### src/rtl/bip_pkg.sv
// Shared definitions for the accumulator-machine sequencer: field widths,
// opcodes, FSM states and accumulator source codes.
package bip_pkg;

  localparam int BIP_PC_W  = 11;
  localparam int BIP_OPR_W = 11;
  localparam int BIP_OPC_W = 5;

  localparam logic [4:0] OP_HLT  = 5'd0;
  localparam logic [4:0] OP_STO  = 5'd1;
  localparam logic [4:0] OP_LD   = 5'd2;
  localparam logic [4:0] OP_LDI  = 5'd3;
  localparam logic [4:0] OP_ADD  = 5'd4;
  localparam logic [4:0] OP_ADDI = 5'd5;
  localparam logic [4:0] OP_SUB  = 5'd6;
  localparam logic [4:0] OP_SUBI = 5'd7;

  typedef enum logic [2:0] {
    S_IDLE  = 3'd0,
    S_FETCH = 3'd1,
    S_EXEC  = 3'd2,
    S_WB    = 3'd3,
    S_HALT  = 3'd4
  } state_t;

  localparam logic [1:0] SELA_MEM = 2'd0;
  localparam logic [1:0] SELA_IMM = 2'd1;
  localparam logic [1:0] SELA_ALU = 2'd2;

endpackage

### src/rtl/bip_decoder.sv
// Combinational opcode decoder: instruction class flags plus the datapath
// controls that depend only on the opcode.
module bip_decoder
  import bip_pkg::*;
(
  input  logic [4:0] opc,
  output logic       is_mem_read,
  output logic       is_store,
  output logic       is_imm,
  output logic       is_halt,
  output logic       alu_op,
  output logic [1:0] sel_a_code
);

  // Opcode table; unlisted opcodes fall through as NOP (all flags low).
  always_comb begin
    is_mem_read = 1'b0;
    is_store    = 1'b0;
    is_imm      = 1'b0;
    is_halt     = 1'b0;
    alu_op      = 1'b0;
    sel_a_code  = SELA_MEM;
    case (opc)
      OP_HLT:  is_halt = 1'b1;
      OP_STO:  is_store = 1'b1;
      OP_LD:   is_mem_read = 1'b1;
      OP_LDI:  begin is_imm = 1'b1; sel_a_code = SELA_IMM; end
      OP_ADD:  begin is_mem_read = 1'b1; alu_op = 1'b1; sel_a_code = SELA_ALU; end
      OP_ADDI: begin is_imm = 1'b1; alu_op = 1'b1; sel_a_code = SELA_ALU; end
      OP_SUB:  begin is_mem_read = 1'b1; sel_a_code = SELA_ALU; end
      OP_SUBI: begin is_imm = 1'b1; sel_a_code = SELA_ALU; end
      default: ;
    endcase
  end

endmodule

### src/rtl/bip_sequencer.sv
// Multi-cycle control unit: fetches from a 1-cycle-latency ROM, decodes,
// and drives data-RAM strobes, accumulator load and ALU/mux selects.
module bip_sequencer
  import bip_pkg::*;
#(
  parameter int PC_W  = BIP_PC_W,
  parameter int OPR_W = BIP_OPR_W,
  parameter int OPC_W = BIP_OPC_W
) (
  input  logic                   clk,
  input  logic                   reset,
  input  logic                   start,
  output logic [PC_W-1:0]        instr_addr,
  input  logic [OPC_W+OPR_W-1:0] instr_data,
  output logic [OPR_W-1:0]       data_addr,
  output logic                   data_rd,
  output logic                   data_wr,
  output logic [OPR_W-1:0]       operand,
  output logic [1:0]             sel_a,
  output logic                   sel_b,
  output logic                   alu_op,
  output logic                   acc_wr,
  output logic                   busy,
  output logic                   halted
);

  localparam logic [PC_W-1:0] PC_ONE = {{(PC_W-1){1'b0}}, 1'b1};

  state_t                   state, state_nxt;
  logic [PC_W-1:0]          pc, pc_nxt;
  logic [OPC_W+OPR_W-1:0]   ir;
  logic                     armed;

  logic       is_mem_read, is_store, is_imm, is_halt, dec_alu_op;
  logic [1:0] sel_a_code;

  bip_decoder u_dec (
    .opc         (ir[OPC_W+OPR_W-1 -: 5]),
    .is_mem_read (is_mem_read),
    .is_store    (is_store),
    .is_imm      (is_imm),
    .is_halt     (is_halt),
    .alu_op      (dec_alu_op),
    .sel_a_code  (sel_a_code)
  );

  // State, PC and IR registers; armed blocks a start sampled on the first
  // edge after reset release.
  always_ff @(posedge clk or negedge reset) begin
    if (!reset) begin
      state <= S_IDLE;
      pc    <= '0;
      ir    <= '0;
      armed <= 1'b0;
    end else begin
      state <= state_nxt;
      pc    <= pc_nxt;
      armed <= 1'b1;
      if (state == S_FETCH) ir <= instr_data;
    end
  end

  // Next-state and next-PC logic.
  always_comb begin
    state_nxt = state;
    pc_nxt    = pc;
    case (state)
      S_IDLE:  if (start && armed) state_nxt = S_FETCH;
      S_FETCH: state_nxt = S_EXEC;
      S_EXEC: begin
        if (is_halt)          state_nxt = S_HALT;
        else if (is_mem_read) state_nxt = S_WB;
        else begin
          state_nxt = S_FETCH;
          pc_nxt    = pc + PC_ONE;
        end
      end
      S_WB: begin
        state_nxt = S_FETCH;
        pc_nxt    = pc + PC_ONE;
      end
      S_HALT:  state_nxt = S_HALT;
      default: state_nxt = S_IDLE;
    endcase
  end

  // Moore outputs of state+IR. The ROM address looks one step ahead
  // (pc_nxt) so the word for the upcoming FETCH is already on instr_data
  // when FETCH is entered; in IDLE/FETCH/HALT this equals PC.
  always_comb begin
    instr_addr = pc_nxt;
    operand    = ir[OPR_W-1:0];
    data_addr  = ir[OPR_W-1:0];
    data_rd    = (state == S_EXEC) && is_mem_read;
    data_wr    = (state == S_EXEC) && is_store;
    acc_wr     = ((state == S_EXEC) && is_imm) || (state == S_WB);
    sel_a      = acc_wr ? sel_a_code : SELA_MEM;
    sel_b      = (state == S_EXEC) && is_imm;
    alu_op     = acc_wr && dec_alu_op;
    busy       = (state == S_FETCH) || (state == S_EXEC) || (state == S_WB);
    halted     = (state == S_HALT);
  end

endmodule

### config.mk
export PLATFORM = sky130hd
export DESIGN_NAME = bip_sequencer
export DESIGN_NICKNAME = d
export VERILOG_FILES = /design/src/rtl/bip_pkg.sv /design/src/rtl/bip_decoder.sv /design/src/rtl/bip_sequencer.sv
export SDC_FILE = /design/constraint.sdc
export NUM_CORES = 1
export LEC_CHECK = 0
export CORE_MARGIN = 1.5
export CORE_UTILIZATION = 47
export DETAILED_ROUTE_END_ITERATION = 8
export HOLD_SLACK_MARGIN = 0.03
export PLACE_DENSITY = 0.85
export SYNTH_ARGS = -nofsm -noshare
export SYNTH_HDL_FRONTEND = slang
export SYNTH_SLANG_ARGS = --single-unit
### constraint.sdc
create_clock -name clk -period 5 [get_ports clk]
set_clock_uncertainty 0.05 [all_clocks]
set_input_delay 1 -clock clk [delete_from_list [all_inputs] [get_ports clk]]
set_output_delay 1 -clock clk [all_outputs]
set_load 0.1 [all_outputs]
==> flow_summary_export.csv, run 1 <==
group,metric,value,unit
outcome,status,"finished clean",
logic_synthesis,syn_inst,138,
worst_setup_path,required,3.95,ns
worst_setup_path,r2r-end,"pc[1]",
worst_setup_path,worstPathCellList,"nand2b_1, nor4_1, xor2_1, clkdlybuf4s50_1",
timing,setup_viol_count_final,0,
clock_network,cts_sinks,31,
logic_synthesis,synth-seq-cells,31,
clock_network,cts_root_buf,"clkbuf_4",
clock_network,post-cts-setup-buffers,0,
finish,utilization,68.5,%
clock_network,cts_htree_levels,2,
finish,mostFrequentLayoutCells,"60 x clkdlybuf4s50_1, 31 x dfrtp_1, 16 x mux2_2",
route,vias,1161,
route,vias_per_cell,5.18,
worst_setup_path,critPathMaxStageDelay,1.16,ns
timing,fin_setup_tns,0,ns
worst_setup_path,cp_max_fo,11,
timing,drv_slew,0,
clock_network,clk_path_buf_depth,2,
floorplanning,die_area,3740,um^2
finish,nNetsFinal,199,
finish,syn_to_final_growth,34.8,%
clock_network,clk_pin_slew,0.10,ns
logic_synthesis,synth.cell_area,1590,um^2
global_routing,grt_max_degree,32,
floorplanning,core_area,3130,um^2
worst_setup_path,worst-r2r-setup-slack,3.33,ns
route,first_pass_iters,4,
min_path,holdCritPathClass,"reg2reg",
global_routing,grt_pass1_wl,5140,um
timing,rsz0062_at_grt,"no",
logic_synthesis,syn_nets,158,
clock_network,cts_resized,0,
logic_synthesis,synthAdderAreaFrac,0.787,%
clock_network,numCtsBuffers,5,
floorplanning,io_pins,61,
logic_synthesis,yosysSeqAreaShare,48.8,%
floorplanning,fp.dieH,61.1,um
floorplanning,fp.dieW,61.1,um
logic_synthesis,synth_xor_xnor_area_share,5.51,%
worst_setup_path,startpoint_type,"flip-flop",
timing,hold_viol_final,0,
finish,layout-drive-gt1-share,17.2,%
route,initialDrtViolationCount,34,
clock_network,clock_latency,0.34,ns
placement,gp_congestion,0.889,
route,wl_per_cell,13.8,um
finish,nFillCells,228,
route,drc,0,
global_routing,grt_pass1_vias,1144,
placement,io_buffers,60,
global_routing,grt_overflow,0,
finish,seqCellArea,776,um^2
route,drt_wl_total,3100,um
finish,final_common_cell,"clkdlybuf4s50_1",
logic_synthesis,muxShareOfSynthArea,12.3,%
global_routing,grt_usage,19.0,%
logic_synthesis,synth_compound_area_share,2.76,%
logic_synthesis,yosys.area.top_type,"dfrtp_1",
logic_synthesis,syn_avg_cell_area,11.5,um^2
worst_setup_path,worstPathArrival,3.01,ns
worst_setup_path,r2r_cells,3,
route,ant_nets,0,
worst_setup_path,crit_type,"reg2out",
worst_setup_path,path_buf_inv,1,
worst_setup_path,startpoint,"state[2]",
logic_synthesis,synthTopCellsByArea,"dfrtp_1 49%, mux2_2 11%, buf_4 11%",
finish,multi_input_comb_area,617,um^2
run,maxCapViolCount,0,
logic_synthesis,synthDistinctLibCells,32,
logic_synthesis,yosysWarnings,0,
worst_setup_path,worst_path_dominant_cell_family,"buffers and inverters",
clock_network,cts_tree,"done",
floorplanning,initial_core_util,50.8,%
worst_setup_path,path_depth,4,
global_routing,antenna_found_initial,0,
worst_setup_path,cpMaxStageDelayCell,"clkdlybuf4s50_1",
finish,n_antenna_cell,0,
timing,tightestPinTransition,0.979,ns
timing,fmax,246,MHz
timing,finalCritPeriodShare,81.2,%
timing,slew_headroom,34.5,%
logic_synthesis,synth_top_family_by_area,"simple AND/OR/NAND/NOR gates",
logic_synthesis,synth_top_area_share,48.8,%
placement,dp.final_hpwl,2250,um
floorplanning,rows,20,
worst_setup_path,cp-endpoint,"instr_addr[6]",
timing,fin_crit,4.06,ns
worst_setup_path,cp-end-kind,"output port",
clock_network,cts_hold_buf,0,
logic_synthesis,yosys.area_share.simple,17.2,%
worst_setup_path,crit-reg2reg-launch,"state[0]",
[layout make-up]
| cell class | instances | share of cell area (%) |
|---|---|---|
| clock buffer | 6 | 2.39 |
| clock inverter | 2 | 1.64 |
| multi-input combinational | 80 | 28.8 |
| timing repair buffer | 61 | 28.4 |
| tap | 44 | 2.57 |
| sequential | 31 | 36.2 |
[registers in the layout, summed over array words and instances, names as in the netlist]
name	cells
ir	16
pc	11
state	3
armed	1
[logic make-up after synthesis]
logic type / after synthesis
other: 1
and+or+nand+nor: 45
AOI/OAI and AO/OA: 6
adders and majority gates: 1
xor gates and xnor gates: 10
muxes: 17
buffers and inverters: 27
DFF: 31
[synth_stat cells]
master and number:
dfrtp_1 31, buf_4 23, mux2_2 16, xor2_1 10, nand3_1 6, nor2_1 6, nor4_1 6, nor3_1 5
nand2_1 3, nand2b_1 3, nand4_1 3, a21oi_1 2, clkbuf_1 2, nand4b_1 2, nor2b_1 2, nor3b_1 2
a31oi_1 1, and2_1 1, and3_1 1, buf_2 1, buf_6 1, conb_1 1, ha_1 1, mux2_4 1
nand3b_1 1, nor2_2 1, nor2_4 1, nor4_4 1, o2111a_1 1, o21ba_2 1, o22ai_1 1, or2_2 1
[through the flow]
| stage | cells | instance area, um^2 | worst slack, ns | hold WS [ns] |
|---|---|---|---|---|
| after floorplan | 138 | 1590 | 0.833 | 0.454 |
| after global placement | 216 | 2060 | 1.38 | 0.401 |
| final | 224 | 2140 | 0.942 | 0.432 |
| after global routing | 224 | 2140 | 0.785 | 0.450 |
| after CTS | 224 | 2140 | 0.937 | 0.428 |
| after detailed placement | 216 | 2060 | 1.33 | 0.411 |
[metal layers]
metal	wire length [um]	vias to the layer above	part of all wire, %	GRT usage, %
met4	47	0	1.5	7.45
met1	1240	558	40	21.6
met3	279	7	9.0	7.56
li1	-	541	-	-
met2	1530	55	49	31.9
met5	0	-	0	0
[worst min path at each step]
stage	from	to	slack (ns)	cells after the start
2_1_floorplan	armed	state[0]	0.45	2
3_3_place_gp	pc[10]	pc[10]	0.40	1
3_5_place_dp	pc[10]	pc[10]	0.41	1
4_1_cts	pc[10]	pc[10]	0.43	1
5_1_grt	pc[10]	pc[10]	0.45	1
6_report	pc[10]	pc[10]	0.43	1
[worst reg2reg max path, delay by kind of cell (launching register included)]
kind	cells	cell delay [ns]
muxes	1	0.33
and+or+nand+nor	2	0.68
DFF	1	0.51
Power of run 1 is left out: the tool's default activity adds up to more than one toggle a clock period on the data nets, which glitch-free logic cannot reach.
==> inputs of run 2 (changes only) <==
- CORE_UTILIZATION: 47 -> 39
- PLACE_DENSITY: 0.85 -> 0.75
- clock period: 5 -> 3.52 ns (I/O delays scaled with it)
==> run 2 against run 1 <==
Effect of this change: wire length increased by 4.6%; cell area decreased by 0.18%; die area increased by 19%; critical path depth unchanged; utilization decreased by 15 points; register-to-register slack got worse by 1.6 ns; global-route usage decreased by 3.4 points; via count increased by 0.86%; flip-flop and latch count unchanged.
==> flow_summary_export.csv, run 2 (synthesis gave the netlist of run 1 again) <==
group,metric,value,unit
finish,nNetsFinal,199,
route,first_pass_iters,4,
global_routing,grt_max_degree,32,
timing,setup_viol_count_final,0,
min_path,hp-start,"pc[9]",
timing,hold_viol_final,0,
floorplanning,core_area,3970,um^2
worst_setup_path,r2r_cells,3,
route,initialDrtViolationCount,27,
timing,holdWs,0.450,ns
route,drt_wl_total,3240,um
worst_setup_path,worstPathArrival,2.23,ns
route,wl_per_cell,14.1,um
placement,placed_area,2020,um^2
clock_network,cts_hold_buf,0,
timing,slew_headroom,34.7,%
finish,top_regs,"ir: 16 flops, pc: 11 flops, state: 3 flops",
global_routing,grt_overflow,0,
clock_network,clk_path_buf_depth,2,
route,vias_per_cell,5.09,
timing,drv_slew,0,
floorplanning,rows,23,
clock_network,numCtsBuffers,5,
clock_network,clock_latency,0.28,ns
finish,multi_input_comb_area,624,um^2
clock_network,cts_sinks,31,
min_path,min_to,"pc[9]",
floorplanning,fp.dieH,66.8,um
finish,largest_reg_flops,16,
timing,rsz0062_at_grt,"no",
route,drc,0,
route,vias,1171,
finish,mostFrequentLayoutCells,"40 x clkdlybuf4s50_1, 31 x dfrtp_1, 21 x buf_4",
timing,tightestPinTransition,0.977,ns
worst_setup_path,worstPathCellList,"nand2b_1, nor4_1, xor2_1, buf_4",
worst_setup_path,cp_max_fo,11,
finish,stdcell_count,230,
floorplanning,io_pins,61,
finish,fin_area,2140,um^2
finish,largest-register,"ir",
worst_setup_path,cp-end-kind,"output port",
min_path,min_path_cells,1,
worst_setup_path,startpoint_type,"flip-flop",
worst_setup_path,required,2.77,ns
floorplanning,die_area,4470,um^2
finish,layout-drive-gt1-share,29.4,%
worst_setup_path,worst_path_dominant_cell_family,"simple AND/OR/NAND/NOR gates",
timing,fmax,335,MHz
placement,dp.cells,222,
clock_network,cts_resized,0,
worst_setup_path,critPathMaxStageDelay,0.51,ns
floorplanning,fp.dieW,66.8,um
timing,finalCritPeriodShare,84.9,%
finish,syn_to_final_growth,34.6,%
min_path,holdCritPathClass,"reg2reg",
placement,gp_congestion,0.811,
route,ant_nets,0,
outcome,status,"finished clean",
worst_setup_path,worst-r2r-setup-slack,1.75,ns
floorplanning,initial_core_util,40.0,%
timing,fin_crit,2.99,ns
global_routing,grt_pass1_wl,5080,um
clock_network,cts_root_buf,"clkbuf_8",
global_routing,grt_usage,15.6,%
worst_setup_path,cpMaxStageDelayCell,"dfrtp_1",
worst_setup_path,crit_type,"reg2out",
worst_setup_path,path_buf_inv,1,
global_routing,antenna_found_initial,0,
finish,n_antenna_cell,0,
clock_network,clk_pin_slew,0.07,ns
clock_network,cts_htree_levels,2,
placement,io_buffers,60,
worst_setup_path,r2r-end,"pc[7]",
run,maxCapViolCount,0,
finish,seqCellArea,776,um^2
global_routing,grt_pass1_vias,1135,
finish,final_common_cell,"clkdlybuf4s50_1",
clock_network,cts_tree,"done",
worst_setup_path,crit-reg2reg-launch,"state[2]",
placement,dp.final_hpwl,2360,um
clock_network,post-cts-setup-buffers,0,
finish,nFillCells,336,
## run 2: how the worst max path moves through the flow
stage	startpoint	to	depth (start not counted)
final	state[2]	instr_addr[7]	4
after global routing	state[2]	instr_addr[8]	4
after CTS	state[2]	instr_addr[7]	4
after detailed placement	state[2]	instr_addr[7]	4
after global placement	state[2]	instr_addr[7]	4
after floorplan	state[2]	data_wr	4
## run 2: final cells by class
type	instances	share of cell area, %
Timing Repair Buffer	61	26.1
Clock buffer	6	3.86
Tap cell	50	2.93
Sequential cell	31	36.3
Multi-Input combinational cell	80	29.2
Clock inverter	2	1.64
## run 2: per-layer routing
metal	share of wire [%]	global-route usage (%)	up-vias
met5	0	0	-
met1	42	17.0	557
li1	-	-	544
met2	48	26.4	64
met3	8.3	6.08	6
met4	1.5	7.40	0
## run 2: metrics by stage
stage               setup TNS, ns  util [%]  setup slack [ns]
floorplan                  -0.487         -            -0.244
global placement                0      50.9             0.973
detailed placement              0      50.9             0.872
CTS                             0      53.8             0.540
global route                    0      53.8             0.378
finish                          0      53.8             0.531
Power of run 2 is left out for the same reason.
==> inputs of run 3 (changes only) <==
- CORE_UTILIZATION: 39 -> 43
- PLACE_DENSITY: 0.75 -> 0.79
- clock period: 3.52 -> 2.8 ns (I/O delays scaled with it)
==> run 3 against run 2 <==
Effect of this change: register-to-register slack got worse by 0.74 ns; utilization rose by 14 points; global-route usage rose by 2.0 points; flip-flop and latch count did not move; final cell count fell by 1.7%; via count fell by 1.0%; cell area rose by 9.2%; worst hold slack improved by 0.021 ns; critical path type unchanged.
==> flow_summary_export.csv, run 3 (synthesis gave the netlist of run 1 again) <==
group,metric,value,unit
timing,tightestPinTransition,0.612,ns
floorplanning,initial_core_util,46.2,%
worst_setup_path,worst_path_dominant_cell_family,"simple AND/OR/NAND/NOR gates",
finish,mostFrequentLayoutCells,"31 x dfrtp_1, 28 x buf_4, 18 x clkdlybuf4s50_1",
clock_network,cts_tree,"done",
run,maxCapViolCount,0,
finish,final_common_cell,"dfrtp_1",
route,ant_nets,0,
floorplanning,core_area,3440,um^2
placement,dp.final_hpwl,2450,um
worst_setup_path,worstPathArrival,2.10,ns
timing,finalCritPeriodShare,96.7,%
global_routing,grt_max_degree,32,
timing,drv_slew,0,
clock_network,cts_htree_levels,2,
timing,holdWs,0.472,ns
finish,largest_reg_flops,16,
finish,nNetsFinal,199,
global_routing,grt_pass1_wl,5530,um
placement,gp_congestion,0.811,
worst_setup_path,cp-end-kind,"output port",
clock_network,cts_root_buf,"clkbuf_8",
route,wl_per_cell,14.9,um
route,first_pass_iters,4,
timing,worst_slack,0.0919,ns
finish,n_antenna_cell,0,
finish,top_regs,"ir: 16 flops, pc: 11 flops, state: 3 flops",
timing,fmax,369,MHz
worst_setup_path,cp_max_fo,11,
worst_setup_path,worstPathCellList,"nand2b_1, nor4_1, xor2_2, buf_12",
worst_setup_path,path_buf_inv,1,
route,drt_wl_total,3370,um
finish,seqCellArea,776,um^2
placement,post-place-ws,0.439,ns
timing,hold_viol_final,0,
clock_network,numCtsBuffers,5,
min_path,holdCritPathClass,"reg2reg",
worst_setup_path,startpoint_type,"flip-flop",
clock_network,cts_sinks,31,
finish,layout-drive-gt1-share,47.2,%
worst_setup_path,required,2.19,ns
finish,syn_to_final_growth,46.9,%
clock_network,clock_latency,0.28,ns
global_routing,grt_overflow,0,
finish,utilization,67.8,%
worst_setup_path,critPathMaxStageDelay,0.52,ns
route,vias_per_cell,5.13,
finish,multi_input_comb_area,711,um^2
outcome,status,"finished clean",
route,vias,1159,
route,initialDrtViolationCount,20,
floorplanning,io_pins,61,
worst_setup_path,cpMaxStageDelayCell,"nor4_1",
route,drc,0,
floorplanning,rows,21,
placement,io_buffers,60,
global_routing,grt_pass1_vias,1188,
worst_setup_path,crit_type,"reg2out",
timing,fin_crit,2.71,ns
finish,nFillCells,276,
floorplanning,die_area,4070,um^2
timing,setup_viol_count_final,0,
floorplanning,fp.dieH,63.8,um
floorplanning,fp.dieW,63.8,um
global_routing,grt_usage,17.6,%
clock_network,cts_hold_buf,0,
finish,largest-register,"ir",
clock_network,clk_path_buf_depth,2,
timing,slew_headroom,58.9,%
global_routing,antenna_found_initial,0,
clock_network,clk_pin_slew,0.06,ns
-- run 3: changes by cell type in the layout (fill, tap and decap cells not counted), moves of 7 or more --
cell | before | now
clkdlybuf4s50_1 | 40 | 18
xor2_1 | 10 | 0
xor2_2 | 0 | 10
buf_12 | 0 | 15
buf_4 | 21 | 28
-- run 3: area by class of cell --
| class | instances | share of cell area (%) |
|---|---|---|
| clock buffers | 8 | 4.29 |
| repair buffers | 61 | 29.6 |
| well taps | 46 | 2.47 |
| multi-input cells | 80 | 30.4 |
| flip-flops and latches | 31 | 33.2 |
-- run 3: repair_timing --
item	in CTS	in global routing
buffers inserted	0	0
resized for setup	0	1
endpoints found under the hold margin	0	0
setup endpoints to repair	0	1
-- run 3: path summary, 6_finish.rpt --
kind                                from            end  slack [ns]  cells after the start
min in group asynchronous          reset          ir[8]        0.63                      2
worst min-delay path              pc[10]         pc[10]        0.47                      1
max in group asynchronous          reset          ir[0]        1.79                      2
worst max register to register  state[0]          pc[1]        1.01                      3
worst min register to register    pc[10]         pc[10]        0.47                      1
worst max-delay path            state[2]  instr_addr[7]        0.09                      4
-- run 3: stage by stage --
| step | instance area, um^2 | TNS [ns] | std cells |
|---|---|---|---|
| 2_1_floorplan | 1680 | -1.74 | 138 |
| 5_1_grt | 2330 | -0.0321 | 226 |
| 3_5_place_dp | 2230 | 0 | 218 |
| 4_1_cts | 2330 | 0 | 226 |
| 3_3_place_gp | 2230 | 0 | 218 |
| 6_report | 2330 | 0 | 226 |
-- run 3: metal layers --
| metal | GRT usage, % | vias to the layer above | share of wire [%] |
|---|---|---|---|
| li1 | - | 532 | - |
| met1 | 20.9 | 566 | 38 |
| met2 | 29.3 | 52 | 52 |
| met3 | 4.75 | 9 | 7.5 |
| met4 | 8.70 | 0 | 2.6 |
| met5 | 0 | - | 0 |
-- run 3: worst register-to-register path: stages (launching register included) --
cell and delay (ns):
dfrtp_1 0.50, nor4_4 0.64, nor2_2 0.13, mux2_4 0.35
Power of run 3 is left out for the same reason.
